**src/rtl/seg_scan_driver.sv**
```systemverilog
// seg_scan_driver: multiplexed 7-segment scanner. A divider sets the slot
// length, the digit index steps once per slot, and the displayed data is
// held in a shadow register that only changes at a frame wrap.
module seg_scan_driver #(
  parameter int NUM_DIGITS  = 8,
  parameter int CLK_DIV     = 100000,
  parameter int LZ_SUPPRESS = 1
) (
  input  logic                    clk,
  input  logic                    reset,
  input  logic [4*NUM_DIGITS-1:0] value,
  input  logic [NUM_DIGITS-1:0]   dp_in,
  input  logic [NUM_DIGITS-1:0]   blank_in,
  input  logic                    load,
  output logic [NUM_DIGITS-1:0]   an,
  output logic [6:0]              seg,
  output logic                    dp,
  output logic                    frame_done
);

  localparam int DW = $clog2(CLK_DIV);
  localparam int IW = (NUM_DIGITS > 1) ? $clog2(NUM_DIGITS) : 1;

  typedef struct packed {
    logic [4*NUM_DIGITS-1:0] val;
    logic [NUM_DIGITS-1:0]   dpm;
    logic [NUM_DIGITS-1:0]   blk;
  } disp_t;

  logic [DW-1:0] div;
  logic [IW-1:0] idx;
  logic          tick, wrap;
  disp_t         shadow, pend_buf, in_req;
  logic          pend;

  assign tick   = (div == DW'(CLK_DIV - 1));
  assign wrap   = tick && (idx == IW'(NUM_DIGITS - 1));
  assign in_req = '{val: value, dpm: dp_in, blk: blank_in};

  // Slot divider and digit index; the index wraps after the last digit.
  always_ff @(posedge clk or posedge reset) begin
    if (reset) begin
      div <= '0;
      idx <= '0;
    end else if (tick) begin
      div <= '0;
      idx <= wrap ? '0 : idx + 1'b1;
    end else begin
      div <= div + 1'b1;
    end
  end

  // Double-buffered capture: loads park in pend_buf until the wrap, except a
  // load landing on the wrap edge itself, which goes straight to the shadow.
  always_ff @(posedge clk or posedge reset) begin
    if (reset) begin
      shadow   <= '0;
      pend_buf <= '0;
      pend     <= 1'b0;
    end else if (wrap) begin
      if (load)      shadow <= in_req;
      else if (pend) shadow <= pend_buf;
      pend <= 1'b0;
    end else if (load) begin
      pend_buf <= in_req;
      pend     <= 1'b1;
    end
  end

  // Hex nibble to active-high {a,b,c,d,e,f,g}.
  function automatic logic [6:0] hex_seg(input logic [3:0] n);
    case (n)
      4'h0: hex_seg = 7'h7E; 4'h1: hex_seg = 7'h30;
      4'h2: hex_seg = 7'h6D; 4'h3: hex_seg = 7'h79;
      4'h4: hex_seg = 7'h33; 4'h5: hex_seg = 7'h5B;
      4'h6: hex_seg = 7'h5F; 4'h7: hex_seg = 7'h70;
      4'h8: hex_seg = 7'h7F; 4'h9: hex_seg = 7'h7B;
      4'hA: hex_seg = 7'h77; 4'hB: hex_seg = 7'h1F;
      4'hC: hex_seg = 7'h4E; 4'hD: hex_seg = 7'h3D;
      4'hE: hex_seg = 7'h4F; default: hex_seg = 7'h47;
    endcase
  endfunction

  logic [NUM_DIGITS-1:0] zero_from;
  logic [3:0]            nib;
  logic                  force_blank, lz_blank, all_zero;
  logic [NUM_DIGITS-1:0] an_nxt;
  logic [6:0]            seg_nxt;
  logic                  dp_nxt;

  // Decode of the current digit. Leading-zero blanking darkens the segments
  // only; the decimal point survives it so "0." style readouts still work.
  // A forced blank darkens the decimal point as well.
  always_comb begin
    all_zero = 1'b1;
    zero_from = '0;
    for (int k = NUM_DIGITS - 1; k >= 0; k--) begin
      all_zero     = all_zero && (shadow.val[k*4 +: 4] == 4'h0);
      zero_from[k] = all_zero;
    end
    nib         = shadow.val[idx*4 +: 4];
    force_blank = shadow.blk[idx];
    lz_blank    = (LZ_SUPPRESS != 0) && (idx != '0) && zero_from[idx];
    an_nxt      = '1;
    an_nxt[idx] = 1'b0;
    seg_nxt     = (force_blank || lz_blank) ? 7'h7F : ~hex_seg(nib);
    dp_nxt      = force_blank ? 1'b1 : ~shadow.dpm[idx];
  end

  // Registered outputs with a one-clock all-off gap at every slot boundary.
  always_ff @(posedge clk or posedge reset) begin
    if (reset) begin
      an         <= '1;
      seg        <= 7'h7F;
      dp         <= 1'b1;
      frame_done <= 1'b0;
    end else begin
      frame_done <= wrap;
      if (tick) begin
        an  <= '1;
        seg <= 7'h7F;
        dp  <= 1'b1;
      end else begin
        an  <= an_nxt;
        seg <= seg_nxt;
        dp  <= dp_nxt;
      end
    end
  end

endmodule

```
**config.mk**
```make
export PLATFORM = sky130hd
export DESIGN_NAME = seg_scan_driver
export DESIGN_NICKNAME = d
export VERILOG_FILES = /design/src/rtl/seg_scan_driver.sv
export SDC_FILE = /design/constraint.sdc
export NUM_CORES = 1
export LEC_CHECK = 0
export BUFFER_PORTS_ARGS = -buffer_cell sky130_fd_sc_hd__buf_2
export CAP_MARGIN = 20
export CORE_AREA = 2 2 107 109
export CTS_CLUSTER_DIAMETER = 120
export DETAILED_ROUTE_END_ITERATION = 12
export DIE_AREA = 0 0 109 111
export PLACE_DENSITY_LB_ADDON = 0.08
export SLEW_MARGIN = 10
export SYNTH_ARGS = -nofsm -noshare
export SYNTH_HDL_FRONTEND = slang
export SYNTH_SLANG_ARGS = --single-unit
```
**constraint.sdc**
```tcl
create_clock -name clk -period 5.9 [get_ports clk]
set_input_delay 0.885 -clock clk [delete_from_list [all_inputs] [get_ports clk]]
set_output_delay 0.885 -clock clk [all_outputs]
set_load 0.1 [all_outputs]
```
==> results of run 1 <==
[layout make-up]
type                            instances  area, um^2  share of cell area, %
Clock buffer                           23         532                   7.29
Clock inverter                          9        86.3                   1.18
Inverter                                7        28.8                  0.395
Multi-Input combinational cell        344        2710                   37.1
Sequential cell                       134        3370                   46.3
Tap cell                              143         179                   2.45
Timing Repair Buffer                   72         385                   5.28
[layer usage]
layer,vias to the layer above,share of wire [%]
met5,-,0
met4,0,1.7
li1,1967,-
met3,19,3.7
met2,87,50
met1,1962,44
[worst max-delay path: stages, from the launching register on]
cell	delay (ns)
dfrtp_1	0.92
mux4_1	0.67
mux2i_1	0.48
inv_1	0.18
ha_1	0.25
mux2i_1	0.13
a21oi_1	0.09
or2_2	0.27
[where the power goes]
part | total [mW] | leakage (nW) | internal [mW] | switching, mW
Clock | 1.07 | 0.301 | 0.677 | 0.390
Combinational | 0.121 | 1.44 | 0.0614 | 0.0594
Sequential | 0.969 | 1.69 | 0.953 | 0.0155
Total | 2.16 | 3.43 | 1.69 | 0.465
[kinds of logic after synthesis]
kind of cell,share of synthesized area (%)
compound gates,6.63
xor+xnor,1.95
fa+ha+maj,1.99
buf+inv,3.37
flops,53.7
mux,22.4
simple gates,9.98
[worst paths after layout]
check,from,to,slack [ns],cells past startpoint
setup / recovery,idx[0]$_DFFE_PP0P_,seg[3]$_DFF_PP1_,2.82,7
hold / removal,shadow[13]$_DFFE_PP0P_,shadow[13]$_DFFE_PP0P_,0.48,2
setup reg to reg,idx[0]$_DFFE_PP0P_,seg[3]$_DFF_PP1_,2.82,7
hold reg to reg,shadow[13]$_DFFE_PP0P_,shadow[13]$_DFFE_PP0P_,0.48,2
max in group asynchronous,reset,shadow[11]$_DFFE_PP0P_,3.95,3
min in group asynchronous,reset,div[3]$_DFF_PP0_,0.66,2
[flip-flops by register name (all words and copies together), names as in the netlist]
name	cells
shadow	48
frame_done	1
pend_buf	48
dp	1
seg	7
idx	3
div	17
an	8
pend	1
[per-stage QoR]
stage | instance area [um^2] | setup slack, ns | instances | util, %
2_1_floorplan | 6280 | 1.46 | 513 | -
3_3_place_gp | 6650 | 2.71 | 699 | 60.1
3_5_place_dp | 6650 | 2.55 | 699 | 60.1
4_1_cts | 7270 | 2.52 | 731 | 65.7
5_1_grt | 7290 | 2.58 | 732 | 65.8
6_report | 7290 | 2.82 | 732 | 65.8
[cells in the final DEF (no fill, tap or decap), types with 2 or more instances in the layout]
cell / instances
mux2_2: 51
buf_2: 67
inv_1: 6
nor3_1: 2
nor2_1: 22
a211o_1: 5
buf_4: 4
nand3_1: 10
nand2_1: 65
mux2i_1: 51
or3_1: 2
nand4_1: 2
xnor2_1: 5
nor2b_1: 3
a211oi_1: 4
dfrtp_1: 118
clkbuf_16: 20
xor2_1: 9
dfstp_2: 16
a21oi_1: 7
clkinv_4: 3
clkinv_2: 3
o21ai_0: 45
and3_1: 3
nor4_1: 9
clkbuf_8: 2
or2_2: 3
clkinvlp_4: 2
ha_1: 10
mux4_2: 3
o211ai_1: 2
o21ai_1: 7
mux4_1: 9
==> flow_summary.toml, run 1 <==
[synthesis]
synthesis.area_um2 = 6280
synth_nets = 574
yosysTopAreaCell = "dfrtp_1"
synth_most_common_cell = "dfrtp_1"
yosysUniqueCellTypes = 45
synth_flop_cell = "dfrtp_1"
synth.area.top_cells = "dfrtp_1 (47%), mux2_2 (9.1%), mux2i_1 (8.1%), dfstp_2 (6.7%), nand2_1 (3.9%)"
synthTopCellsByCount = "dfrtp_1 (118), nand2_1 (65), mux2_2 (51), mux2i_1 (51), o21ai_0 (45)"
yosys_warnings = 0
ys_seq_area_share_pct = 53.7
syn_avg_cell_area_um2 = 12.2
synth_edf_count = 0
synth_cells = 513
yosysTopAreaCellShare_pct = 47.0
synth-async-reset-ratio_pct = 100
synth-seq-cells = 134

[sta]
timing.clock.skew_ns = 0.00831
post-route-min-period_ns = 3.08
fmax_ghz = 0.324
rsz0062_at_grt = "no"
tightest_slew_ns = 0.947
hold_viol_final = 0
setup-tns-final_ns = 0
slew_headroom_pct = 36.8
setup_viol = 0
finalCritPeriodShare_pct = 52.3
slew_viol_final = 0
timing.hold.ws_ns = 0.480

[pwr]
p_leak_nw = 3.43
ir_worst_vdd_v = 0.000166
power_density_nw_per_um2 = 296
power_mw = 2.16

[global_routing]
grt_max_degree = 80
grt_overflow_total = 0
grt_pass1_vias = 4272
use_met1_pct = 28.8
grt_busiest_layer = "met2"
grt_use_met2_pct = 36.1
met3_usage_pct = 5.82
grt_antenna_before_repair = 0
grt_usage_pct = 22.3
grt_pass1_wl_mm = 20.6

[min_path]
min_path_type = "flip-flop to flip-flop"

[finish]
antennaDiodeCount = 0
finalNetCount = 637
drive_gt1_share_pct = 31.4
fill_cells = 861
syn2layout_area_growth_pct = 16.1

[floorplan]
num_rows = 39
die_height_um = 111
coreArea_um2 = 11100
ios = 68
fp.dieW_um = 109
start_util_pct = 56.7
dieArea_um2 = 12100

[clock_network]
post_cts_buffers = 0
cts-hold-fix-buffers = 0
clkLatencyLatePin_ns = 0.42
cts_root_buf = "clkbuf_16"
cts.sinks = 134
ctsResizeCount = 0
clk_pin_slew_ns = 0.06
cts_buffer_depth = 2
cts_buffers = 17
tritoncts = "built"
htreeDepth = 4

[critical_path]
path_max_fanout = 20
start_kind = "flip-flop"
critical_path_class = "flip-flop to flip-flop"
cp.required_ns = 6.25
end_kind = "flip-flop"
crit_arrival_ns = 3.43

[detailed_routing]
wl_mm = 11.9
wire_per_inst_um = 16.2
drt_pass1_iterations = 4
via_per_inst = 5.51
via_count = 4035
ant_nets = 0
drc = 0
first_iter_violations = 184

[flow_run]
cap_violations = 0

[placement]
io_buffers = 67
place_congestion = 0.780
place_hpwl_mm = 8.09

[status]
status = "completed"
(Power assumes the default switching activity.)
==> run 2, diff against run 1 <==
Settings changed: CORE_AREA 2 2 107 109 to 2 2 112 114, DIE_AREA 0 0 109 111 to 0 0 114 116.
Clock period 5.9 ns to 2.7 ns, I/O delays scaled along.
==> run 2 against run 1 <==
First-iteration DRC count increased by 40%; die area up 9.3%; largest cell class unchanged; hold slack got worse by 0.40 ns; register-to-register slack got worse by 2.5 ns; count of clock-buffer cells in the layout decreased by 6; sequential share of layout area shrank 0.95 points; sequential power increased by 120%; flip-flop and latch count stayed put; critical path type unchanged.
==> flow_summary.toml, run 2 (synthesis results as in run 1) <==
[floorplan]
ios = 68
start_util_pct = 52.7
die_height_um = 116
dieArea_um2 = 13200
num_rows = 40
fp.dieW_um = 114
coreArea_um2 = 11900

[finish]
antennaDiodeCount = 0
final_area_um2 = 7440
drive_gt1_share_pct = 32.6
top_regs = "pend_buf x48, shadow x48, div x17"
fin_cells = 745
finalNetCount = 646
final_cell_mix = "dfrtp_1 (118), buf_2 (67), nand2_1 (65)"
syn2layout_area_growth_pct = 18.5
layout_commonest_cell = "dfrtp_1"

[pwr]
power_mw = 4.97
p_int_mw = 3.94
p_leak_nw = 3.50
seq_power_share_pct = 42.6
p_clk_share_pct = 52.0
switching_share_pct = 20.7
power_frac_comb_pct = 5.4
switchingPower_mw = 1.03
ir_worst_vdd_v = 0.000512
power_density_nw_per_um2 = 668

[placement]
dp_cells = 713
dpl_worst_slack_ns = 0.362
io_buffers = 67
place_congestion = 0.807
place_hpwl_mm = 8.30
dpl-instance-area_um2 = 6790

[critical_path]
cpPeakStageDelay_ns = 0.57
critical_path_class = "flip-flop to flip-flop"
path_max_fanout = 20
start_kind = "flip-flop"
crit_arrival_ns = 2.70
path_buf_inv = 2
cp.required_ns = 3.04
cp_top_family = "multiplexers"
cp_cell_sequence = "buf_12 -> mux4_1 -> mux2_2 -> ha_1 -> inv_1 -> mux2i_1 -> nor2_1 -> a21oi_1 -> or2_2"
crit_start = "idx[0]$_DFFE_PP0P_"
reg2reg_from = "idx[0]$_DFFE_PP0P_"
end_kind = "flip-flop"
slowest_stage = "mux4_1"

[detailed_routing]
wl_mm = 12.2
drc = 0
first_iter_violations = 257
ant_nets = 0
via_count = 4028
wire_per_inst_um = 16.3
drt_pass1_iterations = 4
m1WireLength_mm = 5.69
routed-wl-met3_um = 440
highest_layer = "met4"
via_per_inst = 5.41
wl_met2_mm = 5.86

[sta]
post-route-min-period_ns = 2.36
fmax_ghz = 0.423
rsz0062_at_grt = "no"
finalWorstSetupSlack_ns = 0.337
slew_headroom_pct = 54.3
slew_viol_final = 0
tightest_slew_ns = 0.685
setup-tns-final_ns = 0
finalCritPeriodShare_pct = 87.5
hold_viol_final = 0
timing.clock.skew_ns = 0.00828
setup_viol = 0

[clock_network]
cts-hold-fix-buffers = 0
cts_root_buf = "clkbuf_16"
ctsResizeCount = 0
cts_buffer_depth = 2
htreeDepth = 4
clk_pin_slew_ns = 0.06
tritoncts = "built"
cts.sinks = 134
clkLatencyLatePin_ns = 0.42
cts_buffers = 17
post_cts_buffers = 0

[global_routing]
grt_usage_pct = 20.7
grt_antenna_before_repair = 0
grt_pass1_vias = 4195
grt_overflow_total = 0
grt_max_degree = 97
grt_pass1_wl_mm = 20.9

[min_path]
min_path_type = "primary input to async pin"

[status]
status = "completed"

[flow_run]
cap_violations = 0
==> run 2: cell type report <==
| class | count | area (um^2) |
|---|---|---|
| clock buffer | 17 | 425 |
| timing repair buffer | 81 | 490 |
| clock inverter | 15 | 234 |
| multi-input combinational | 344 | 2710 |
| inverter | 7 | 30.0 |
| sequential | 134 | 3370 |
| tap | 147 | 184 |
| fill | 964 | 4470 |
==> run 2: metal layers <==
metal / track usage [%] / vias up
li1: - / 1983
met1: 27.0 / 1953
met2: 33.2 / 78
met3: 5.02 / 14
met4: 9.51 / 0
met5: 0 / -
==> run 2: worst register-to-register path: cells and delay by family, from the launching register on <==
kind	cells	cell delay, ns
flops	1	0.38
buf+inv	2	0.27
fa+ha+maj	1	0.26
compound gates	1	0.04
mux	3	0.97
simple gates	2	0.37
==> run 2: power groups by stage <==
stage,Clock [mW],Combinational (mW),Sequential (mW)
final,2.59,0.268,2.12
after global routing,2.72,0.303,2.12
after CTS,2.64,0.279,2.12
after detailed placement,0,0.278,2.15
after global placement,0,0.270,2.15
after floorplan,0,0.189,2.14
==> run 2: path summary, 6_finish.rpt <==
kind | to | slack (ns) | depth (start not counted)
setup / recovery | seg[3]$_DFF_PP1_ | 0.34 | 9
hold / removal | div[5]$_DFF_PP0_ | 0.08 | 2
setup reg to reg | seg[3]$_DFF_PP1_ | 0.34 | 9
hold reg to reg | shadow[11]$_DFFE_PP0P_ | 0.48 | 2
max in group asynchronous | seg[1]$_DFF_PP1_ | 1.77 | 3
min in group clk | pend_buf[36]$_DFFE_PP0P_ | 0.23 | 2
==> run 2: per-stage QoR <==
stage | hold WS (ns) | util, %
final | 0.0824 | 62.5
after floorplan | 0.441 | -
after global placement | 0.459 | 57.0
after CTS | 0.0933 | 62.5
after detailed placement | 0.469 | 57.0
after global routing | 0.133 | 62.5
==> run 3, diff against run 2 <==
Settings changed: BUFFER_PORTS_ARGS -buffer_cell sky130_fd_sc_hd__buf_2 to unset, CORE_AREA 2 2 112 114 to 2 2 108 110, DIE_AREA 0 0 114 116 to 0 0 110 112, DONT_BUFFER_PORTS set to 1.
==> run 3 against run 2 <==
Via count shrank 5.6%; flip-flop and latch count did not move; first-iteration DRC count fell by 8.2%; cell count decreased by 10%; combinational power shrank 25%; utilization shrank 0.31 points; critical path type unchanged; non-clock buffer count is 71 lower; hold slack worse by 0.072 ns; clock skew barely moved; register-to-register slack improved by 0.03 ns; die area shrank 6.8%; sequential power about the same.
==> flow_summary.toml, run 3 (synthesis results as in run 1) <==
[clock_network]
cts_buffer_depth = 2
cts_buffers = 17
cts-hold-fix-buffers = 0
ctsResizeCount = 0
cts_root_buf = "clkbuf_16"
clk_pin_slew_ns = 0.06
cts.sinks = 134
post_cts_buffers = 0
clkLatencyLatePin_ns = 0.42
tritoncts = "built"
htreeDepth = 4

[detailed_routing]
wire_per_inst_um = 17.0
wl_mm = 11.4
via_per_inst = 5.68
first_iter_violations = 236
drt_pass1_iterations = 4
drc = 0
via_count = 3803
ant_nets = 0

[global_routing]
grt_pass1_wl_mm = 19.2
met3_usage_pct = 5.97
grt_use_met2_pct = 31.0
grt_busiest_layer = "met2"
grt_antenna_before_repair = 0
grt_usage_pct = 20.6
grt_overflow_total = 0
use_met1_pct = 27.3
grt_max_degree = 135
grt_pass1_vias = 3901

[sta]
rsz0062_at_grt = "no"
tightest_slew_ns = 0.862
slew_headroom_pct = 42.6
timing.clock.skew_ns = 0.00873
setup-tns-final_ns = 0
fmax_ghz = 0.429
setup_viol = 0
finalCritPeriodShare_pct = 86.3
post-route-min-period_ns = 2.33
hold_viol_final = 0
slew_viol_final = 0
timing.hold.ws_ns = 0.0108

[finish]
antennaDiodeCount = 0
top_regs = "pend_buf x48, shadow x48, div x17"
finalNetCount = 575
fill_cells = 892
layout_commonest_cell = "dfrtp_1"
final-seq-area_um2 = 3370
final_cell_mix = "dfrtp_1 (118), nand2_1 (65), mux2_2 (51), mux2i_1 (51), o21ai_0 (45)"
multi_input_area_um2 = 2710
syn2layout_area_growth_pct = 10.7
drive_gt1_share_pct = 23.0

[placement]
place_hpwl_mm = 7.59
io_buffers = 0
place_congestion = 0.895

[floorplan]
start_util_pct = 56.2
ios = 68
num_rows = 39
coreArea_um2 = 11200
die_height_um = 112
fp.dieW_um = 110
dieArea_um2 = 12300

[critical_path]
reg2regPathDepth = 9
critical_path_class = "flip-flop to flip-flop"
slowest_stage = "mux4_1"
cp_top_family = "multiplexers"
crit_start = "idx[0]$_DFFE_PP0P_"
crit_arrival_ns = 2.67
cp.required_ns = 3.04
r2r-end = "seg[3]$_DFF_PP1_"
cpPeakStageDelay_ns = 0.56
r2r_slack_ns = 0.37
reg2reg_from = "idx[0]$_DFFE_PP0P_"
path_buf_inv = 2
end_kind = "flip-flop"
start_kind = "flip-flop"
cp_cell_sequence = "buf_12 -> mux4_1 -> mux2_2 -> ha_1 -> inv_1 -> mux2i_1 -> nor2_1 -> a21oi_1 -> or2_2"
path_max_fanout = 20

[min_path]
min_path_type = "primary input to async pin"

[flow_run]
cap_violations = 0

[pwr]
ir_worst_vdd_v = 0.000433
p_leak_nw = 3.17
power_density_nw_per_um2 = 631

[status]
status = "completed"
[run 3: changes by cell type in the layout (fill, tap and decap cells not counted)]
| cell | delta |
|---|---|
| clkinvlp_4 | -2 |
| bufinv_16 | -5 |
| clkinv_2 | +3 |
| buf_4 | -4 |
| clkbuf_8 | +1 |
| buf_2 | -67 |
| clkbuf_1 | +3 |
[run 3: cell type report]
| class | count | share of cell area, % |
|---|---|---|
| sequential | 134 | 48.5 |
| multi-input combinational | 344 | 39.0 |
| clock buffer | 21 | 6.48 |
| tap | 143 | 2.57 |
| timing repair buffer | 10 | 1.80 |
| clock inverter | 11 | 1.21 |
| inverter | 7 | 0.432 |
[run 3: worst max-delay path by stage]
stage                       end  slack, ns  cells after the start
3_3_place_gp   seg[3]$_DFF_PP1_       0.43                      9
4_1_cts        seg[3]$_DFF_PP1_       0.37                      9
5_1_grt        seg[3]$_DFF_PP1_       0.19                      9
2_1_floorplan  seg[3]$_DFF_PP1_       0.50                      8
6_report       seg[3]$_DFF_PP1_       0.37                      9
3_5_place_dp   seg[3]$_DFF_PP1_       0.38                      9
[run 3: report_power, final]
group | total [mW] | switching (mW) | internal [mW] | leakage, nW
clock | 2.07 | 0.800 | 1.27 | 0.274
combinational | 0.200 | 0.0903 | 0.110 | 1.21
sequential | 2.12 | 0.0318 | 2.08 | 1.69
[run 3: layer usage]
| layer | share of wire, % | wire, um |
|---|---|---|
| met2 | 48 | 5460 |
| met3 | 4.3 | 486 |
| met4 | 2.1 | 243 |
| met1 | 46 | 5200 |
| met5 | 0 | 0 |
[run 3: stage by stage]
step	worst slack (ns)	cells	instance area [um^2]	util (%)	power, mW
finish	0.369	670	6950	62.2	4.39
global route	0.191	670	6950	62.2	4.57
CTS	0.371	670	6950	62.2	4.45
detailed placement	0.385	638	6410	57.4	2.36
global placement	0.426	638	6410	57.4	2.35
floorplan	0.496	513	6280	-	2.33
